## src/rtl/row_prog_loader.sv

```systemverilog
// Row configuration loader: parses a header/instruction word stream into per-core program stores, holding the row in reset until every core is loaded.
// Outputs are registered; in_ready depends on state only (open in HDR/INSTR, closed in DONE/ERROR); stalls on in_valid=0 leave all state untouched.
module row_prog_loader #(
   parameter int NCORES     = 4,
   parameter int PROG_DEPTH = 15,
   parameter int WORD_W     = 16,
   parameter int LEN_W      = 4
) (
   input  logic                                 clk,
   input  logic                                 rst,
   input  logic                                 start,
   input  logic [WORD_W-1:0]                    in_data,
   input  logic                                 in_valid,
   output logic                                 in_ready,
   output logic [NCORES*PROG_DEPTH*WORD_W-1:0]  prog,
   output logic [NCORES*LEN_W-1:0]              pLength,
   output logic [NCORES-1:0]                    stack,
   output logic                                 core_rst,
   output logic                                 done,
   output logic                                 err
);

   localparam int CI_W = (NCORES > 1) ? $clog2(NCORES) : 1;
   localparam int II_W = (PROG_DEPTH > 1) ? $clog2(PROG_DEPTH) : 1;

   typedef enum logic [1:0] {
      S_HDR   = 2'd0,
      S_INSTR = 2'd1,
      S_DONE  = 2'd2,
      S_ERROR = 2'd3
   } state_t;

   state_t                              state_q, state_d;
   logic [CI_W-1:0]                     core_idx_q, core_idx_d;
   logic [II_W-1:0]                     instr_idx_q, instr_idx_d;
   logic [LEN_W-1:0]                    len_q, len_d;

   logic [NCORES*PROG_DEPTH*WORD_W-1:0] prog_q;
   logic [NCORES*LEN_W-1:0]             plen_q;
   logic [NCORES-1:0]                   stack_q;

   logic             xfer;
   logic             clr;
   logic             wr_hdr;
   logic             wr_instr;
   logic             core_cmpl;
   logic             core_last;
   logic             instr_last;
   logic [LEN_W-1:0] hdr_len;
   logic             hdr_stk;
   logic             unused_hdr_bits;

   assign hdr_len         = in_data[LEN_W-1:0];
   assign hdr_stk         = in_data[WORD_W-1];
   assign unused_hdr_bits = ^in_data[WORD_W-2:LEN_W];

   assign in_ready   = (state_q == S_HDR) || (state_q == S_INSTR);
   assign xfer       = in_valid && in_ready;
   assign core_last  = (core_idx_q == CI_W'(NCORES - 1));
   assign instr_last = ((LEN_W'(instr_idx_q) + LEN_W'(1)) == len_q);

   always_comb begin
      state_d     = state_q;
      core_idx_d  = core_idx_q;
      instr_idx_d = instr_idx_q;
      len_d       = len_q;
      clr         = 1'b0;
      wr_hdr      = 1'b0;
      wr_instr    = 1'b0;
      core_cmpl   = 1'b0;

      case (state_q)
         S_HDR: begin
            if (xfer) begin
               wr_hdr = 1'b1;
               // Oversized length still records the header so the host can see what it sent.
               if (int'(hdr_len) > PROG_DEPTH) begin
                  state_d = S_ERROR;
               end else if (hdr_len == '0) begin
                  core_cmpl = 1'b1;
               end else begin
                  len_d       = hdr_len;
                  instr_idx_d = '0;
                  state_d     = S_INSTR;
               end
            end
         end
         S_INSTR: begin
            if (xfer) begin
               wr_instr = 1'b1;
               if (instr_last) begin
                  core_cmpl = 1'b1;
               end else begin
                  instr_idx_d = instr_idx_q + II_W'(1);
               end
            end
         end
         S_DONE, S_ERROR: begin
            if (start) begin
               clr         = 1'b1;
               state_d     = S_HDR;
               core_idx_d  = '0;
               instr_idx_d = '0;
            end
         end
         default: state_d = S_HDR;
      endcase

      if (core_cmpl) begin
         if (core_last) begin
            state_d = S_DONE;
         end else begin
            core_idx_d = core_idx_q + CI_W'(1);
            state_d    = S_HDR;
         end
      end
   end

   always_ff @(posedge clk) begin
      if (rst) begin
         state_q     <= S_HDR;
         core_idx_q  <= '0;
         instr_idx_q <= '0;
         len_q       <= '0;
      end else begin
         state_q     <= state_d;
         core_idx_q  <= core_idx_d;
         instr_idx_q <= instr_idx_d;
         len_q       <= len_d;
      end
   end

   // Unwritten slots must read zero, so a fresh load always starts from a cleared store.
   always_ff @(posedge clk) begin
      if (rst || clr) begin
         prog_q  <= '0;
         plen_q  <= '0;
         stack_q <= '0;
      end else begin
         for (int c = 0; c < NCORES; c++) begin
            if (wr_hdr && (core_idx_q == CI_W'(c))) begin
               plen_q[c*LEN_W +: LEN_W] <= hdr_len;
               stack_q[c]               <= hdr_stk;
            end
            for (int i = 0; i < PROG_DEPTH; i++) begin
               if (wr_instr && (core_idx_q == CI_W'(c)) && (instr_idx_q == II_W'(i))) begin
                  prog_q[(c*PROG_DEPTH+i)*WORD_W +: WORD_W] <= in_data;
               end
            end
         end
      end
   end

   assign prog     = prog_q;
   assign pLength  = plen_q;
   assign stack    = stack_q;
   assign core_rst = (state_q != S_DONE);
   assign done     = (state_q == S_DONE);
   assign err      = (state_q == S_ERROR);

endmodule

```

## config.mk

```make
export PLATFORM = sky130hd
export DESIGN_NAME = row_prog_loader
export DESIGN_NICKNAME = d
export VERILOG_FILES = /design/src/rtl/row_prog_loader.sv
export SDC_FILE = /design/constraint.sdc
export NUM_CORES = 2
export LEC_CHECK = 0
export ABC_AREA = 0
export CAP_MARGIN = 10
export CORE_AREA = 2 2 391 393
export DETAILED_ROUTE_END_ITERATION = 12
export DIE_AREA = 0 0 393 395
export GPL_TIMING_DRIVEN = 0
export PLACE_DENSITY = 0.58
export SYNTH_ARGS = -nofsm -noshare
export SYNTH_HDL_FRONTEND = slang
export SYNTH_SLANG_ARGS = --single-unit
export TNS_END_PERCENT = 1
```

## constraint.sdc

```tcl
create_clock -name clk -period 2.05 [get_ports clk]
set_clock_uncertainty 0.1 [all_clocks]
set_input_delay 0.41 -clock clk [delete_from_list [all_inputs] [get_ports clk]]
set_output_delay 0.41 -clock clk [all_outputs]
set_load 0.01 [all_outputs]
```

==> metrics <==
Hold Startpoint=start; DP HPWL=151000 um; startpoint class of the critical path=register; worst hold path endpoint=state_q[1]$_SDFFE_PP0P_; Synth Cell Area=35600 um^2; clock tree buffer depth=3; Commonest cells post-synth=1965 x nand2_1, 992 x dfxtp_1, 964 x a21oi_1; slew margin rel.=19.0%; largest cells by area after synthesis=dfxtp_1 56%, nand2_1 21%, a21oi_1 14%; Die ar.=155000 um^2; Warnings, synthesis=0; Die H=395 um; I/O pin cnt=1004; hold path cells=2; fraction of layout cells with a size suffix above 1=12.4%; Total Wirelength=200000 um; RSZ-0062 raised after global routing=true; via count=36.7k; average wire per standard cell=25.5 um; fill count=15.5k; gr ovfl total=0; drt via density=4.70; Clock Root Buffer=clkbuf_16; Worst Hold Class=in -> reg; vias in the first global route=33.7k; failing checks=negative setup slack; antenna violations before repair=21; r2r endpoint=core_idx_q[0]$_SDFF_PP0_; count of final setup violators=209; multi-input logic area=14900 um^2; Crit Path Max Fanout=7; kind of end point of the critical path=register; most numerous cell in the Yosys netlist=nand2_1; Setup CP Type=reg -> reg; CTS tree=built; Tcrit/Tclk final=106%; register bit total from synthesis=992; WP data required=2.59 ns; number of buffers added on ports=991; clock latency on the worst-skew pair=0.75 ns; Max-Cap Viols=0; TNS Setup=-7.10 ns; P_leak=31.6 nW; crit path from=instr_idx_q[0]$_SDFFE_PP0P_; P&R area growth vs syn=55.4%; DRT antenna net count=0; largest net degree at the start of global routing=15; Yosys cell types=46; Syn Inst Count=4519; EDFF count, synth=0; Nets=5707; FF-to-FF path depth=5; ys async rst share=0%; final worst slack=-0.113 ns; Rows=143; synthesized area per cell=7.87 um^2; Pre-antenna DRT Iters=5; Hold Vio Cnt, Final=0; Synthesized Nets=4547; PD cells=754 nW/um^2; post-synthesis sequential area ratio=55.8%; Tot GR Track Use=24.4%; fin area=55300 um^2; Placement Cell Area=48100 um^2; DRC Markers=0; Initial DRC Count=2667; fin. max-slew vios=0; RD Place Congestion=0.880; R2R setup slack=-0.11 ns; top_reg_cell synth=dfxtp_1; reg-to-reg startpoint=instr_idx_q[0]$_SDFFE_PP0P_; Num CTS Buffers=109; H-tree Lvls=3; crit path DAT=2.70 ns; Seq. cell area=19900 um^2; die width=393 um; CTS sink cnt=992; Synth top area share=55.8%; Clock Pin Slew Worst Setup and Hold Paths=0.07 ns; global-route wire length before repair=266000 um; Initial Util=23.5%; status=complete, but fails checks; Core Area=151000 um^2; area leader, netlist=dfxtp_1; Worst Max-Slew Pin Slew=1.21 ns; Fmax achieved=462 MHz; Max VDD drop=0.631 mV; Final min period=2.16 ns
==> sequential cells by signal, indices dropped and copies added, names as in the netlist <==
signal,flops
instr_idx_q,4
pLength,16
prog,960
state_q,2
core_idx_q,2
stack,4
len_q,4
==> how the worst max path moves through the flow <==
stage | end | slack [ns] | depth (start not counted)
finish | core_idx_q[0]$_SDFF_PP0_ | -0.11 | 5
global placement | prog[519]$_SDFFE_PP0P_ | -1.92 | 8
global route | prog[317]$_SDFFE_PP0P_ | -0.21 | 8
detailed placement | prog[863]$_SDFFE_PP0P_ | -1.93 | 6
floorplan | prog[761]$_SDFFE_PP0P_ | 0.06 | 8
CTS | core_rst | -0.21 | 3
==> repair_timing <==
| item | in CTS | in global routing |
|---|---|---|
| cloned | 0 | 1 |
| pin swaps | 52 | 25 |
| buffers inserted | 42 | 14 |
| hold buffers | 0 | 0 |
| gates resized for setup | 769 | 844 |
| endpoints found under the setup margin | 1966 | 1571 |
==> through the flow <==
step | worst slack, ns | cells | total power, mW | utilization [%] | hold WS (ns)
after floorplan | 0.0586 | 4519 | 20.5 | - | 0.367
after global placement | -1.92 | 7540 | 21.5 | 31.8 | 0.341
after detailed placement | -1.93 | 7544 | 21.5 | 31.8 | 0.345
after CTS | -0.208 | 7785 | 41.9 | 35.2 | 0.163
after global routing | -0.214 | 7803 | 42.8 | 36.5 | 0.224
final | -0.113 | 7818 | 41.7 | 36.6 | 0.239
==> report_power, final <==
| part | switching [mW] | total, mW | internal [mW] |
|---|---|---|---|
| clock | 8.59 | 20.4 | 11.8 |
| sequential | 0.0299 | 19.3 | 19.3 |
| combinational | 1.53 | 1.91 | 0.380 |
==> layout make-up <==
| cell class | instances | share of cell area [%] |
|---|---|---|
| flip-flops and latches | 992 | 36.0 |
| multi-input cells | 3148 | 26.9 |
| repair buffers | 1052 | 21.3 |
| clock buffers | 166 | 5.98 |
| well taps | 2030 | 4.59 |
| plain buffers | 369 | 4.50 |
| clock inverters | 35 | 0.686 |
| diodes | 19 | 0.0860 |
| inverters | 7 | 0.0520 |
==> logic make-up (layout without fill, tap and decap cells) <==
logic type      Yosys count  after routing  share of synthesized area (%)
flops                   992            992                           55.8
xor+xnor                  5              5                          0.165
compound gates          977            977                           13.9
buf+inv                 379           1629                           4.65
mux                      24             24                          0.679
other cells               0             19                              0
fa+ha+maj                 8              8                          0.281
simple gates           2134           2134                           24.5
==> layout by cell type (no fill, tap or decap), drive strengths merged, types with 23 or more instances in the layout <==
master / count
a21oi: 964
buf: 228
clkbuf: 387
dfxtp: 992
dlygate4sd2: 317
dlymetal6s2s: 643
mux2i: 23
nand2: 1971
nand3: 23
nor2: 88
==> worst max-delay path, stage by stage, from the launching register on <==
cell,delay (ns)
dfxtp_4,0.40
ha_2,0.22
xor3_1,0.27
nor4_4,0.46
a31oi_1,0.23
mux2_1,0.37
==> layer usage <==
| layer | up-vias | wire [um] | GRT usage [%] |
|---|---|---|---|
| li1 | 16900 | - | - |
| met1 | 17900 | 77200 | 29.0 |
| met2 | 1585 | 92500 | 39.7 |
| met3 | 380 | 19100 | 7.53 |
| met4 | 6 | 10700 | 11.8 |
| met5 | - | 44 | 0 |
(Power assumes the default switching activity.)
